`src/rtl/strip_frame_buffer_if.sv`:
```
// Upstream byte-stream port of the strip frame buffer.
//   in_data  : byte from the upstream receiver
//   in_valid : in_data is valid this cycle
//   in_sof   : qualified by in_valid; first byte of a frame
//   in_ready : buffer accepts in_data this cycle
// master = upstream byte source, slave = strip_frame_buffer.
interface strip_frame_buffer_if;
    logic [7:0] in_data;
    logic       in_valid;
    logic       in_sof;
    logic       in_ready;

    modport master (output in_data, output in_valid, output in_sof, input in_ready);
    modport slave  (input in_data, input in_valid, input in_sof, output in_ready);
endinterface

```
`src/rtl/strip_frame_buffer.sv`:
```
// Ping-pong pixel byte store feeding the strip driver.
// The upstream stream fills the back buffer; the strip driver reads the front buffer.
// Buffers swap only while swap_ok (driver reset band) is high, so a refresh never
// mixes two frames.
// Ports:
//   clk, rst      : clock; asynchronous active-low reset
//   up            : upstream byte stream (in_data/in_valid/in_sof/in_ready)
//   rd_addr       : strip driver read address (mem_addr)
//   rd_data       : front-buffer byte, registered, 1-cycle latency (mem_data)
//   swap_ok       : high while the strip driver is in its reset band
//   frame_swapped : one-cycle pulse, coincident with the new front_sel
//   front_sel     : index of the buffer being displayed
//   sof_errors    : saturating count of frames restarted mid-fill
module strip_frame_buffer #(
    parameter int unsigned ADDRESS_WIDTH = 13,
    parameter int unsigned FRAME_BYTES   = 9,
    parameter int unsigned BASE_ADDRESS  = 0
) (
    input  logic                     clk,
    input  logic                     rst,
    strip_frame_buffer_if.slave      up,
    input  logic [ADDRESS_WIDTH-1:0] rd_addr,
    output logic [7:0]               rd_data,
    input  logic                     swap_ok,
    output logic                     frame_swapped,
    output logic                     front_sel,
    output logic [7:0]               sof_errors
);
    localparam int unsigned PtrW     = (FRAME_BYTES > 1) ? $clog2(FRAME_BYTES) : 1;
    localparam int unsigned AddrExtW = ADDRESS_WIDTH + 1;
    localparam logic [PtrW-1:0]     LastOff  = PtrW'(FRAME_BYTES - 1);
    localparam logic [AddrExtW-1:0] BaseExt  = AddrExtW'(BASE_ADDRESS);
    localparam logic [AddrExtW-1:0] FrameExt = AddrExtW'(FRAME_BYTES);

    typedef enum logic {StLoad, StPending} state_e;

    state_e          state_q, state_d;
    logic            ready_q;
    logic [PtrW-1:0] wr_ptr_q, wr_ptr_d;
    logic            front_q, front_d;
    logic            swapped_q, swapped_d;
    logic [7:0]      sof_err_q, sof_err_d;
    logic [1:0]      valid_q, valid_d;
    logic [7:0]      rd_data_q, rd_data_d;

    logic [7:0]      mem [2][FRAME_BYTES];

    logic            accept;
    logic [PtrW-1:0] wr_off;
    logic [AddrExtW-1:0] rel_addr;
    logic [PtrW-1:0] rd_off;

    // ready_q is high only in StLoad (it registers state_d), so accept implies StLoad.
    assign accept = up.in_valid && ready_q;
    assign wr_off = up.in_sof ? '0 : wr_ptr_q;

    always_comb begin
        state_d   = state_q;
        wr_ptr_d  = wr_ptr_q;
        front_d   = front_q;
        swapped_d = 1'b0;
        sof_err_d = sof_err_q;
        valid_d   = valid_q;
        unique case (state_q)
            StLoad: begin
                if (accept) begin
                    wr_ptr_d = wr_off + 1'b1;
                    if (up.in_sof && (wr_ptr_q != '0) && (sof_err_q != 8'hff)) begin
                        sof_err_d = sof_err_q + 8'd1;
                    end
                    if (wr_off == LastOff) begin
                        state_d           = StPending;
                        valid_d[~front_q] = 1'b1;
                    end
                end
            end
            StPending: begin
                if (swap_ok) begin
                    front_d   = ~front_q;
                    swapped_d = 1'b1;
                    wr_ptr_d  = '0;
                    state_d   = StLoad;
                end
            end
            default: state_d = StLoad;
        endcase
    end

    // Subtract at one extra bit: an underflow sets the MSB and fails the range test.
    always_comb begin
        rel_addr  = {1'b0, rd_addr} - BaseExt;
        rd_off    = rel_addr[PtrW-1:0];
        rd_data_d = '0;
        if ((rel_addr < FrameExt) && valid_q[front_q]) begin
            rd_data_d = mem[front_q][rd_off];
        end
    end

    always_ff @(posedge clk or negedge rst) begin
        if (!rst) begin
            state_q   <= StLoad;
            ready_q   <= 1'b0;
            wr_ptr_q  <= '0;
            front_q   <= 1'b0;
            swapped_q <= 1'b0;
            sof_err_q <= '0;
            valid_q   <= '0;
            rd_data_q <= '0;
        end else begin
            state_q   <= state_d;
            ready_q   <= (state_d == StLoad);
            wr_ptr_q  <= wr_ptr_d;
            front_q   <= front_d;
            swapped_q <= swapped_d;
            sof_err_q <= sof_err_d;
            valid_q   <= valid_d;
            rd_data_q <= rd_data_d;
        end
    end

    // Storage needs no reset: the valid flags mask stale contents.
    always_ff @(posedge clk) begin
        if (accept) begin
            mem[~front_q][wr_off] <= up.in_data;
        end
    end

    assign up.in_ready    = ready_q;
    assign rd_data        = rd_data_q;
    assign frame_swapped  = swapped_q;
    assign front_sel      = front_q;
    assign sof_errors     = sof_err_q;
endmodule

```
`src/flat_wrapper.sv`:
```
// flat-port wrapper written by rule: the top's interface ports become plain ports
module strip_frame_buffer_flat 
#(
    parameter int unsigned ADDRESS_WIDTH = 13,
    parameter int unsigned FRAME_BYTES   = 9,
    parameter int unsigned BASE_ADDRESS  = 0
)
  (clk, rst, rd_addr, rd_data, swap_ok, frame_swapped, front_sel, sof_errors, up_in_data, up_in_valid, up_in_sof, up_in_ready);
  strip_frame_buffer_if up_i ();
  input  logic clk;
  input  logic rst;
  input  logic [ADDRESS_WIDTH-1:0] rd_addr;
  output logic [7:0] rd_data;
  input  logic swap_ok;
  output logic frame_swapped;
  output logic front_sel;
  output logic [7:0] sof_errors;
  input wire logic [$bits(up_i.in_data)-1:0] up_in_data;
  input wire logic [$bits(up_i.in_valid)-1:0] up_in_valid;
  input wire logic [$bits(up_i.in_sof)-1:0] up_in_sof;
  output wire logic [$bits(up_i.in_ready)-1:0] up_in_ready;
  assign up_i.in_data = up_in_data;
  assign up_i.in_valid = up_in_valid;
  assign up_i.in_sof = up_in_sof;
  assign up_in_ready = up_i.in_ready;
  strip_frame_buffer #(.ADDRESS_WIDTH(ADDRESS_WIDTH), .FRAME_BYTES(FRAME_BYTES), .BASE_ADDRESS(BASE_ADDRESS)) u_core (.clk(clk), .rst(rst), .up(up_i), .rd_addr(rd_addr), .rd_data(rd_data), .swap_ok(swap_ok), .frame_swapped(frame_swapped), .front_sel(front_sel), .sof_errors(sof_errors));
endmodule
```
`config.mk`:
```
export PLATFORM = sky130hd
export DESIGN_NAME = strip_frame_buffer_flat
export DESIGN_NICKNAME = d
export VERILOG_FILES = /design/src/rtl/strip_frame_buffer_if.sv /design/src/rtl/strip_frame_buffer.sv /design/src/flat_wrapper.sv
export SDC_FILE = /design/constraint.sdc
export NUM_CORES = 1
export LEC_CHECK = 0
export BUFFER_PORTS_ARGS = -buffer_cell sky130_fd_sc_hd__buf_4
export CORE_UTILIZATION = 30
export DETAILED_ROUTE_END_ITERATION = 7
export PLACE_DENSITY = 0.45
export SLEW_MARGIN = 10
export SYNTH_ARGS = -nofsm -noshare
export SYNTH_HDL_FRONTEND = slang
export SYNTH_SLANG_ARGS = --single-unit
```
`constraint.sdc`:
```
create_clock -name clk -period 3.2 [get_ports clk]
set_clock_uncertainty 0.2 [all_clocks]
set_input_delay 0.64 -clock clk [delete_from_list [all_inputs] [get_ports clk]]
set_output_delay 0.64 -clock clk [all_outputs]
set_load 0.02 [all_outputs]
```
==> impl_results.md, run 1 <==
* Syn_nets at 406
* Clock Latency Late Sink at 0.42 ns
* Reg power frac at 0.511
* Flops & latches, synth at 170
* Int Power at 3.76 mW
* Ys Warns at 0
* Combinational fraction of design power at 0.099
* Critical path fanouts, max at 10
* Pwr dens at 611 nW/µm²
* Synth Instances at 375
* Post-CTS Hold Buffers at 1
* Sw frac at 0.243
* I/O Buffers at 44
* Placed cell area at 7560 µm²
* Number of synthesized flops with an enable pin at 144
* Design area at 8130 µm²
* Worst Hold Launch: u_core.valid_q[1]
* Antenna cells at 0
* # clock sinks at 170
* Max-slew violations at 0
* Peak VDD IR at 0.339 mV
* DP HPWL at 10600 µm
* CP top delay family: compound AO/OA/AOI/OAI gates
* Synth area leaders: edfxtp_1 (64%), mux4_2 (9.7%), dfrtp_1 (9.6%)
* Library cells used by synthesis at 37
* Final critical-path required period at 2.44 ns
* GRT Total Usage at 0.146
* FF-to-FF End: u_core.rd_data[2]
* Syn avg cell area at 18.0 µm²
* Max incr delay on CP at 0.87 ns
* Post-synth top area share at 0.639
* Hold path depth at 1
* Fraction of registers with async set/reset at 0.153
* Vias per std cell at 4.87
* Area of the core at 22000 µm²
* Final antenna-violating net count at 0
* Reg2reg setup slack at 0.76 ns
* M1 GR Usage at 0.198
* Clk pin slew, worst setup/hold paths at 0.06 ns
* Crit path buffers/inverters at 1
* Count leader, synth: edfxtp_1
* Unrepaired setup endpoints after global routing: false
* Post-Layout Cell Count at 744
* Total number of vias at 3626
* CP Launch Type: primary input
* WP data required at 3.36 ns
* Antenna violations before repair at 0
* Root Driver: clkbuf_16
* Die area at 23200 µm²
* Final wirelength at 15700 µm
* GR Util met2 at 0.227
* Peak Freq at 0.410 GHz
* Filler cell count at 2008
* Final period utilization at 0.762
* Placer Congestion at 0.822
* Register area share after synthesis at 0.735
* HP Class: reg2reg
* Crit path kind: in2reg
* Power share of the clock group at 0.390
* Iter 0 DRT Violations at 210
* Syn Std Cell Area at 6770 µm²
* Origin of the worst setup path: rd_addr[12]
* Postcts setup bufs at 0
* Switching pwr at 1.21 mW
* Status: finished with violations
* Longest Clk Path Bufs at 2
* Hold Path End: u_core.valid_q[1]
* Die W at 152 µm
* Setup violators final at 0
* Final #Nets at 482
* Slew HR at 0.406
* Dominant synthesized flop cell: edfxtp_1
* Max_cap viols at 0
* Die height at 152 µm
* GRT busiest layer: met2
* R2R Path Start: u_core.front_sel
* Starting Density at 0.308
* CTS tree: done
* CP cell instances: buf_4 -> nor4_1 -> nand4_1 -> a2111oi_0 -> a221o_1
* Tightest Pin Transition at 0.868 ns
* Cells after DPL at 711
* Synth-to-Final Area Change at 20.1%
* DRC viols at 5
* Std-Cell Rows at 54
* Top cells by count, synth: edfxtp_1 (144), nand2_1 (40), mux4_2 (29)
* Num CTS Buffers at 17
* Fin. Hold Viols at 0
* Post-CTS Resized at 0
* Worst path slowest cell: a2111oi_0
* Worst Path Arrival at 2.60 ns
* M3 GR Usage at 0.0358
* # IOs at 45
* DR WL/cell at 21.2 µm
* Fraction of layout cells with a size suffix above 1 at 0.306
* Worst Setup End Kind: register
* Final total power at 4.97 mW
* Vias in the first global route at 3820
* Yosys top cell by area: edfxtp_1
* Reg2Reg Depth at 4
* Global-route wire length before repair at 24200 µm
* Failing checks: design-rule violations
* Lkg Pwr at 2.88 nW
* H-tree Lvls at 4
* Largest net degree at the start of global routing at 34
* Setup TNS at 0 ns
* Initial DRT Pass Iterations at 6
* Global route total overflow at 0
* Hold WS at 0.254 ns
[per-stage QoR]
step | util | setup slack [ns]
6_report | 0.370 | 0.760
5_1_grt | 0.370 | 0.408
4_1_cts | 0.370 | 0.702
3_5_place_dp | 0.344 | 0.247
3_3_place_gp | 0.344 | 0.241
2_1_floorplan | - | 0.629
[layout by cell type (no fill, tap or decap), types with 5 or more instances in the layout]
| cell | synthesis | layout |
|---|---|---|
| a2111oi_0 | 6 | 6 |
| nand3_1 | 13 | 13 |
| a221o_1 | 6 | 6 |
| ha_1 | 5 | 5 |
| clkbuf_16 | 0 | 17 |
| buf_4 | 2 | 70 |
| o21ai_0 | 5 | 5 |
| xnor2_1 | 6 | 6 |
| inv_1 | 5 | 5 |
| dfrtp_1 | 26 | 26 |
| mux2_2 | 12 | 12 |
| nor2_1 | 25 | 25 |
| edfxtp_1 | 144 | 144 |
| nand2_1 | 40 | 40 |
| mux4_2 | 29 | 29 |
[final cells by class]
class	count	area, µm²	area share
Sequential cell	170	4970	0.612
Clock inverter	12	119	0.0146
Multi-Input combinational cell	185	1690	0.208
Tap cell	280	350	0.0431
Timing Repair Buffer	71	536	0.0659
Inverter	6	22.5	0.00277
Clock buffer	20	437	0.0537
[power by group through the flow]
stage          Clock, mW  Sequential (mW)  Combinational, mW
4_1_cts             1.98             2.54              0.509
3_5_place_dp           0             2.59              0.507
3_3_place_gp           0             2.59              0.503
6_report            1.94             2.54              0.494
2_1_floorplan          0             2.61              0.253
5_1_grt             2.06             2.55              0.542
[per-layer routing]
layer / share of wire / wire, µm
met2: 0.48 / 7480
met3: 0.060 / 950
met4: 0.016 / 251
met5: 0 / 0
met1: 0.45 / 7060
[state kept, by name, indices dropped and copies added (netlist names)]
signal                flops
u_core.frame_swapped      1
u_core.front_sel          1
u_core.mem              144
u_core.rd_data            8
u_core.sof_errors         8
u_core.state_q            1
u_core.up.in_ready        1
u_core.valid_q            2
u_core.wr_ptr_q           4
[how the worst max path moves through the flow]
| stage | endpoint | slack [ns] | cells after the start |
|---|---|---|---|
| CTS | u_core.rd_data[2] | 0.70 | 4 |
| floorplan | u_core.mem[1][0] | 0.63 | 5 |
| finish | u_core.rd_data[2] | 0.76 | 5 |
| global route | u_core.rd_data[2] | 0.41 | 5 |
| global placement | u_core.rd_data[2] | 0.24 | 5 |
| detailed placement | u_core.rd_data[2] | 0.25 | 5 |
[cell families after synthesis]
group                      count (synthesis)  synth area share
DFF                                      170             0.735
AOI/OAI and AO/OA                         30            0.0348
buffers and inverters                     20            0.0153
adders and majority gates                  5           0.00925
xor gates and xnor gates                   9            0.0117
muxes                                     44             0.128
and+or+nand+nor                           97            0.0656
Note: power is estimated with default switching activity, not from simulation.
==> inputs of run 2 (changes only) <==
==> constraint.sdc (replaced) <==
create_clock -name clk -period 2.51 [get_ports clk]
set_clock_uncertainty 0.2 [all_clocks]
set_input_delay 0.502 -clock clk [delete_from_list [all_inputs] [get_ports clk]]
set_output_delay 0.502 -clock clk [all_outputs]
set_load 0.02 [all_outputs]
==> impl_results.md, run 2 (same netlist as run 1, synthesis figures left out) <==
* Status: finished with violations
* Failing checks: design-rule violations
* Synth-to-Final Area Change at 21.9%
* Largest net degree at the start of global routing at 27
* Peak Freq at 0.437 GHz
* Final critical-path required period at 2.29 ns
* Slew HR at 0.487
* Setup violators final at 0
* Final #Nets at 490
* CP cell instances: mux2_2 -> nand4_1 -> buf_4 -> a2111oi_0 -> buf_4 -> a221o_1
* Max reg flops at 144
* Postcts setup bufs at 0
* FF-to-FF End: u_core.rd_data[6]
* H-tree Lvls at 4
* DP HPWL at 10300 µm
* I/O Buffers at 44
* Final period utilization at 0.911
* Crit path kind: reg2reg
* Post-CTS Resized at 0
* Longest Clk Path Bufs at 2
* Post-CTS Hold Buffers at 1
* Vias in the first global route at 3853
* CP Launch Type: register
* Unrepaired setup endpoints after global routing: false
* Top reg by flops: u_core.mem
* Hold Path End: u_core.wr_ptr_q[3]
* Worst Setup End Kind: register
* Std-Cell Rows at 54
* Pwr dens at 789 nW/µm²
* Fin. Hold Viols at 0
* Hold path depth at 2
* DR WL/cell at 20.6 µm
* Antenna violations before repair at 0
* Total number of vias at 3605
* Placer Congestion at 0.725
* Die W at 152 µm
* R2R Path Start: u_core.front_sel
* Peak VDD IR at 0.416 mV
* WP data required at 2.67 ns
* Root Driver: clkbuf_16
* Lkg Pwr at 2.96 nW
* Global route total overflow at 0
* Fraction of layout cells with a size suffix above 1 at 0.324
* # IOs at 45
* Worst path slowest cell: a2111oi_0
* GRT Total Usage at 0.143
* HP Class: in2reg
* Max_cap viols at 0
* Antenna cells at 0
* Reg2reg setup slack at 0.22 ns
* Worst Path Arrival at 2.45 ns
* # clock sinks at 170
* Critical path fanouts, max at 10
* Most frequent cells in the layout: edfxtp_1 (144), buf_4 (76), nand2_1 (40)
* Worst Slack Setup Final at 0.223 ns
* Clk pin slew, worst setup/hold paths at 0.07 ns
* Num CTS Buffers at 17
* Most common cell after layout, fill and taps aside: edfxtp_1
* Filler cell count at 2023
* Reg2Reg Depth at 6
* Final wirelength at 15500 µm
* Starting Density at 0.308
* Tightest Pin Transition at 0.750 ns
* Most used cell, CP: buf_4
* Final antenna-violating net count at 0
* Global-route wire length before repair at 24100 µm
* Clock Latency Late Sink at 0.43 ns
* Iter 0 DRT Violations at 226
* Area of the core at 22000 µm²
* Setup TNS at 0 ns
* Worst Hold Launch: up_in_sof
* Die height at 152 µm
* Die area at 23200 µm²
* Max incr delay on CP at 0.61 ns
* CTS tree: done
* Max-slew violations at 0
* DRC viols at 5
* Vias per std cell at 4.79
* Initial DRT Pass Iterations at 6
* DP Worst Slack at -0.0512 ns
[run 2: cell count changes in the layout (fill, tap and decap cells not counted), sizes merged]
cell / delta
buf: +8
clkinv: +4
clkbuf: -3
clkinvlp: -3
bufinv: +1
inv: +1
[run 2: where the power goes]
group | switching (mW) | internal [mW]
clock | 1.14 | 1.49
combinational | 0.364 | 0.268
sequential | 0.0933 | 3.16
total | 1.59 | 4.91
[run 2: worst max path at each step]
stage / start / end / slack, ns
after floorplan: up_in_sof / u_core.mem[1][0] / 0.08
after global placement: rd_addr[0] / u_core.rd_data[1] / -0.08
after detailed placement: rd_addr[0] / u_core.rd_data[6] / -0.05
after CTS: u_core.front_sel / u_core.rd_data[6] / 0.17
after global routing: u_core.front_sel / u_core.rd_data[1] / 0.12
final: u_core.front_sel / u_core.rd_data[6] / 0.22
[run 2: layout make-up]
cell class / instances / area [µm²] / area share
repair buffers: 79 / 621 / 0.0752
clock inverters: 15 / 166 / 0.0202
clock buffers: 17 / 425 / 0.0516
inverters: 6 / 22.5 / 0.00273
multi-input cells: 185 / 1690 / 0.205
well taps: 280 / 350 / 0.0425
flip-flops and latches: 170 / 4970 / 0.603
[run 2: layer usage]
layer / up-vias / routed length, µm / global-route usage
met5: - / 0 / 0
met4: 0 / 195 / 0.0481
met1: 1869 / 7160 / 0.192
li1: 1650 / - / -
met2: 73 / 7580 / 0.232
met3: 13 / 558 / 0.0310
[run 2: worst max-delay path: cells and delay by family, from the launching register on]
family	cells	cell delay, ns
buffers and inverters	2	0.42
multiplexers	1	0.29
AND/OR/NAND/NOR	1	0.09
AO/OA/AOI/OAI	2	0.72
flip-flops	1	0.49
[run 2: stage by stage]
stage          hold slack, ns  utilization  power, mW  cells  instance area (µm²)
4_1_cts                0.0828        0.376       6.58    752                 8250
3_3_place_gp            0.235        0.348       3.95    719                 7650
5_1_grt                0.0917        0.376       6.75    752                 8250
6_report                0.104        0.376       6.51    752                 8250
3_5_place_dp            0.239        0.348       3.96    719                 7650
2_1_floorplan         0.00641            -       3.65    375                 6770
